===== config.mk =====
export PLATFORM = sky130hd
export DESIGN_NAME = req_onehot_arbiter
export DESIGN_NICKNAME = d
export VERILOG_FILES = /design/src/rtl/arb_pkg.sv /design/src/rtl/rr_select.sv /design/src/rtl/req_onehot_arbiter.sv
export SDC_FILE = /design/constraint.sdc
export NUM_CORES = 1
export LEC_CHECK = 0
export BUFFER_PORTS_ARGS = -buffer_cell sky130_fd_sc_hd__buf_2
export CORE_MARGIN = 2
export CORE_UTILIZATION = 51
export CTS_BUF_LIST = sky130_fd_sc_hd__clkbuf_8
export CTS_CLUSTER_SIZE = 10
export DETAILED_ROUTE_END_ITERATION = 10
export PLACE_DENSITY_LB_ADDON = 0.05
export SYNTH_ARGS = -nofsm -noshare
export SYNTH_HDL_FRONTEND = slang
export SYNTH_SLANG_ARGS = --single-unit

===== constraint.sdc =====
create_clock -name clk -period 1.83 [get_ports clk]
set_input_delay 0.183 -clock clk [delete_from_list [all_inputs] [get_ports clk]]
set_output_delay 0.183 -clock clk [all_outputs]
set_load 0.02 [all_outputs]

===== src/rtl/arb_pkg.sv =====
// Shared types and constants for the one-hot request arbiter.
package arb_pkg;
  localparam int N_REQ = 8;
  localparam int IDX_W = 3;

  typedef enum logic {ARB_IDLE, ARB_OFFER} arb_state_e;
endpackage


===== src/rtl/rr_select.sv =====
// Combinational round-robin pick: rotate pend by ptr, find first set, rotate back.
module rr_select
  import arb_pkg::*;
(
  input  logic [N_REQ-1:0] pend,
  input  logic [IDX_W-1:0] ptr,
  output logic [N_REQ-1:0] onehot,
  output logic [IDX_W-1:0] idx,
  output logic             any
);
  logic [2*N_REQ-1:0] dbl;
  logic [N_REQ-1:0]   rot;
  logic [IDX_W-1:0]   ffs;

  always_comb begin
    dbl = {pend, pend} >> ptr;
    rot = dbl[N_REQ-1:0];
    ffs = '0;
    // Scan high to low so the lowest set bit of the rotated word is kept.
    for (int i = N_REQ-1; i >= 0; i--)
      if (rot[i]) ffs = IDX_W'(i);
    idx    = ffs + ptr;
    onehot = N_REQ'(1) << idx;
    any    = |pend;
  end
endmodule


===== src/rtl/req_onehot_arbiter.sv =====
// Captures request pulses as sticky pending bits and offers one at a time as a one-hot grant.
// Build option: ARB_ROUND_ROBIN_EN selects round-robin; otherwise fixed lowest-index priority.
module req_onehot_arbiter
  import arb_pkg::*;
#(
  parameter int N = N_REQ
) (
  input  logic         clk,
  input  logic         rst,
  input  logic [N-1:0] req,
  input  logic         ready,
  output logic [N-1:0] d,
  output logic         valid,
  output logic [N-1:0] pend
);
  arb_state_e       state, state_n;
  logic [N-1:0]     d_n, pend_n;
  logic             valid_n;
  logic [IDX_W-1:0] gidx, gidx_n;
  logic [N-1:0]     sel_onehot;
  logic [IDX_W-1:0] sel_idx, sel_ptr;
  logic             sel_any;
  logic             accept;

`ifdef ARB_ROUND_ROBIN_EN
  logic [IDX_W-1:0] ptr, ptr_n;

  assign sel_ptr = ptr;
  assign ptr_n   = accept ? gidx + IDX_W'(1) : ptr;

  always_ff @(posedge clk)
    if (rst) ptr <= '0;
    else     ptr <= ptr_n;
`else
  assign sel_ptr = '0;
`endif

  rr_select u_sel (
    .pend   (pend),
    .ptr    (sel_ptr),
    .onehot (sel_onehot),
    .idx    (sel_idx),
    .any    (sel_any)
  );

  assign accept = (state == ARB_OFFER) && ready;

  always_comb begin
    state_n = state;
    d_n     = d;
    valid_n = valid;
    gidx_n  = gidx;
    case (state)
      ARB_IDLE:
        if (sel_any) begin
          d_n     = sel_onehot;
          valid_n = 1'b1;
          gidx_n  = sel_idx;
          state_n = ARB_OFFER;
        end
      ARB_OFFER:
        if (ready) begin
          d_n     = '0;
          valid_n = 1'b0;
          state_n = ARB_IDLE;
        end
      default: state_n = ARB_IDLE;
    endcase
    // New requests are OR'ed in after the clear so a same-cycle request wins.
    pend_n = (accept ? (pend & ~(N'(1) << gidx)) : pend) | req;
  end

  always_ff @(posedge clk)
    if (rst) begin
      state <= ARB_IDLE;
      d     <= '0;
      valid <= 1'b0;
      pend  <= '0;
      gidx  <= '0;
    end else begin
      state <= state_n;
      d     <= d_n;
      valid <= valid_n;
      pend  <= pend_n;
      gidx  <= gidx_n;
    end
endmodule


==> impl_metrics.py <==
metrics = {
    "clocking": {
        "clockBufferDepth": 2,
        "cts.repair.resized": 0,
        "cts_root_buffer": "clkbuf_8",
        "cts_hold_buf": 0,
        "cts_sinks": 21,
        "clock_latency_ns": 0.26,
        "htreeDepth": 1,
        "cts_tree": "built",
        "cts_made_buffers": 3,
        "postCtsSetupRepairBufs": 0,
        "cts.clk_slew.worst_paths_ns": 0.08,
    },
    "timing": {
        "hold_viol_final": 0,
        "slew_headroom_pct": 57.00,
        "drv_slew": 0,
        "skew_ns": 0.006029,
        "fin_crit_ns": 1.678,
        "worst_slew_pin_slew_ns": 0.6367,
        "finalSetupTns_ns": 0,
        "fmax_mhz": 595.9,
        "setup_viol": 0,
        "grt_setup_unrepaired": "false",
        "post-route-period-util_pct": 91.70,
    },
    "power": {
        "power.leakage_nw": 0.5168,
        "peakVddDrop_v": 0.0006088,
        "p_per_area_nw_per_um2": 877.7,
    },
    "logic_synthesis": {
        "netlist_area_um2": 903.4,
        "ys_seq_elements": 21,
        "ys_seq_area_share_pct": 46.54,
        "yosys.area.top_type": "dfxtp_1",
        "netlist_instances": 108,
        "synth_fp_nets": 119,
        "synth_area_leaders": "dfxtp_1 47%, a21oi_1 7.2%, nor2_1 6.2%",
        "ys_types": 29,
        "yosys.area.top_type_share_pct": 46.54,
        "postSynthAreaPerCell_um2": 8.365,
        "yosys_warnings": 0,
    },
    "grt": {
        "overflow": 0,
        "grt_max_degree": 20,
        "grt_usage_pct": 22.17,
        "grt_pass1_vias": 781,
        "antenna_found_initial": 0,
        "grt_pass1_wl_mm": 3.291,
    },
    "run_status": {
        "outcome": "finished clean",
    },
    "final_layout": {
        "fin_cells": 157,
        "final_common_cell": "buf_2",
        "multi_input_area_um2": 441.7,
        "most-common-layout-cells": "27 x buf_2, 21 x dfxtp_1, 15 x nor2_1",
        "fill_cells": 159,
        "drive_above_1_share_pct": 27.14,
        "seqCellArea_um2": 420.4,
        "n_antenna_cell": 0,
        "nets": 152,
        "area.growth.synth_to_final_pct": 24.79,
    },
    "route": {
        "final_antenna_net_count": 0,
        "drt_iter0_markers": 13,
        "wl_met1_um": 966,
        "first_pass_iters": 4,
        "drc": 0,
        "vias": 889,
        "wl_mm": 2.089,
        "wl_met3_um": 105,
        "wire_per_inst_um": 13.31,
        "route.met2.wl_um": 974,
        "via_per_inst": 5.662,
        "highest-signal-layer": "met4",
    },
    "worst_setup_path": {
        "criticalPathCategory": "reg2reg",
        "crit_family": "simple AND/OR/NAND/NOR gates",
        "reg2reg_depth": 4,
        "critical-path-max-stage-delay_ns": 0.55,
        "r2r-end": "d[3]$_SDFFE_PP0P_",
        "cp-start-kind": "register",
        "path_buf_inv": 0,
        "worstPathArrival_ns": 1.88,
        "r2r_start": "pend[3]$_SDFF_PP0_",
        "r2r_slack_ns": 0.15,
        "slowest_stage": "or4_1",
        "crit_required_ns": 2.03,
        "crit_chain": "or4_1 > o31ai_2 > and2b_2 > a22o_1",
        "endpoint_kind": "register",
        "worstPathMaxFanout": 7,
    },
    "floorplanning": {
        "dieHeight_um": 46.09,
        "rows": 15,
        "die_area_um2": 2124,
        "ioPinCount": 28,
        "start_util_pct": 53.48,
        "coreArea_um2": 1689,
        "fp.dieW_um": 46.09,
    },
    "flow_run": {
        "maxCapViolCount": 0,
    },
    "place": {
        "dp_cells": 153,
        "port_buffers": 27,
        "globalplace.congestion": 0.8627,
        "dp_hpwl_mm": 1.555,
    },
    "hold_path": {
        "holdCritPathClass": "in2reg",
        "min_from": "req[4]",
        "holdPathStages": 3,
        "min_to": "pend[4]$_SDFF_PP0_",
    },
}
==> how the worst max path moves through the flow <==
| stage | from | endpoint | depth (start not counted) |
|---|---|---|---|
| 2_1_floorplan | pend[0]$_SDFF_PP0_ | d[2]$_SDFFE_PP0P_ | 5 |
| 3_5_place_dp | pend[3]$_SDFF_PP0_ | d[3]$_SDFFE_PP0P_ | 4 |
| 4_1_cts | pend[3]$_SDFF_PP0_ | d[3]$_SDFFE_PP0P_ | 4 |
| 5_1_grt | pend[3]$_SDFF_PP0_ | d[3]$_SDFFE_PP0P_ | 4 |
| 6_report | pend[3]$_SDFF_PP0_ | d[3]$_SDFFE_PP0P_ | 4 |
| 3_3_place_gp | pend[3]$_SDFF_PP0_ | d[2]$_SDFFE_PP0P_ | 4 |
==> state kept, by name (all words and copies together), names as in the netlist <==
| register | flops |
|---|---|
| d | 8 |
| gidx | 3 |
| pend | 8 |
| state | 1 |
| valid | 1 |
==> report_power, final <==
group | total [mW] | internal (mW) | switching (mW)
clock | 0.297 | 0.149 | 0.147
sequential | 0.518 | 0.485 | 0.0333
combinational | 0.174 | 0.0731 | 0.101
==> tightest hold or removal path: cells and delay by family <==
kind / cells / cell delay (ns)
buf+inv: 1 / 0.07
simple gates: 1 / 0.07
compound gates: 1 / 0.03
==> logic make-up (layout without fill, tap and decap cells) <==
family	after synthesis	after routing	synth area share, %
buffers and inverters	11	43	4.571
DFF	21	21	46.54
and+or+nand+nor	43	43	24.65
AOI/OAI and AO/OA	33	33	24.24
==> layout make-up <==
class | count | share of cell area (%)
clock buffers | 3 | 3.663
clock inverters | 1 | 0.3330
inverters | 7 | 2.331
multi-input cells | 76 | 39.18
flip-flops and latches | 21 | 37.29
well taps | 17 | 1.887
repair buffers | 32 | 15.32
==> metrics by stage <==
stage	instance area, um^2	hold slack, ns	setup slack [ns]	power [mW]	util [%]
finish	1127	0.1234	0.1519	0.9895	66.74
global route	1127	0.1400	0.06626	1.036	66.74
CTS	1127	0.1278	0.1583	0.9923	66.74
detailed placement	1082	0.3996	0.1796	0.7018	64.07
global placement	1082	0.3878	0.2334	0.6968	64.07
floorplan	903.4	0.3004	0.1923	0.6344	-
==> cell usage after synthesis (all sizes together) <==
cell and number:
dfxtp 21, nor2 15, a21oi 13, inv 7
o21ai 6, nand2 5, clkbuf 4, nand2b 4
a22o 3, nor4 3, nand3 2, nor2b 2
nor3 2, nor3b 2, o21bai 2, o2bb2ai 2
or3 2, or4 2, a22oi 1, a311o 1
a32o 1, and2b 1, and3 1, nand3b 1
o21a 1, o311ai 1, o31ai 1, o41ai 1
or2 1
==> routing by layer <==
| layer | global-route usage (%) | vias up |
|---|---|---|
| li1 | - | 449 |
| met1 | 27.74 | 404 |
| met2 | 35.28 | 32 |
| met3 | 3.529 | 4 |
| met4 | 13.71 | 0 |
| met5 | 0 | - |
No activity file was read; power rests on OpenSTA's default activity.
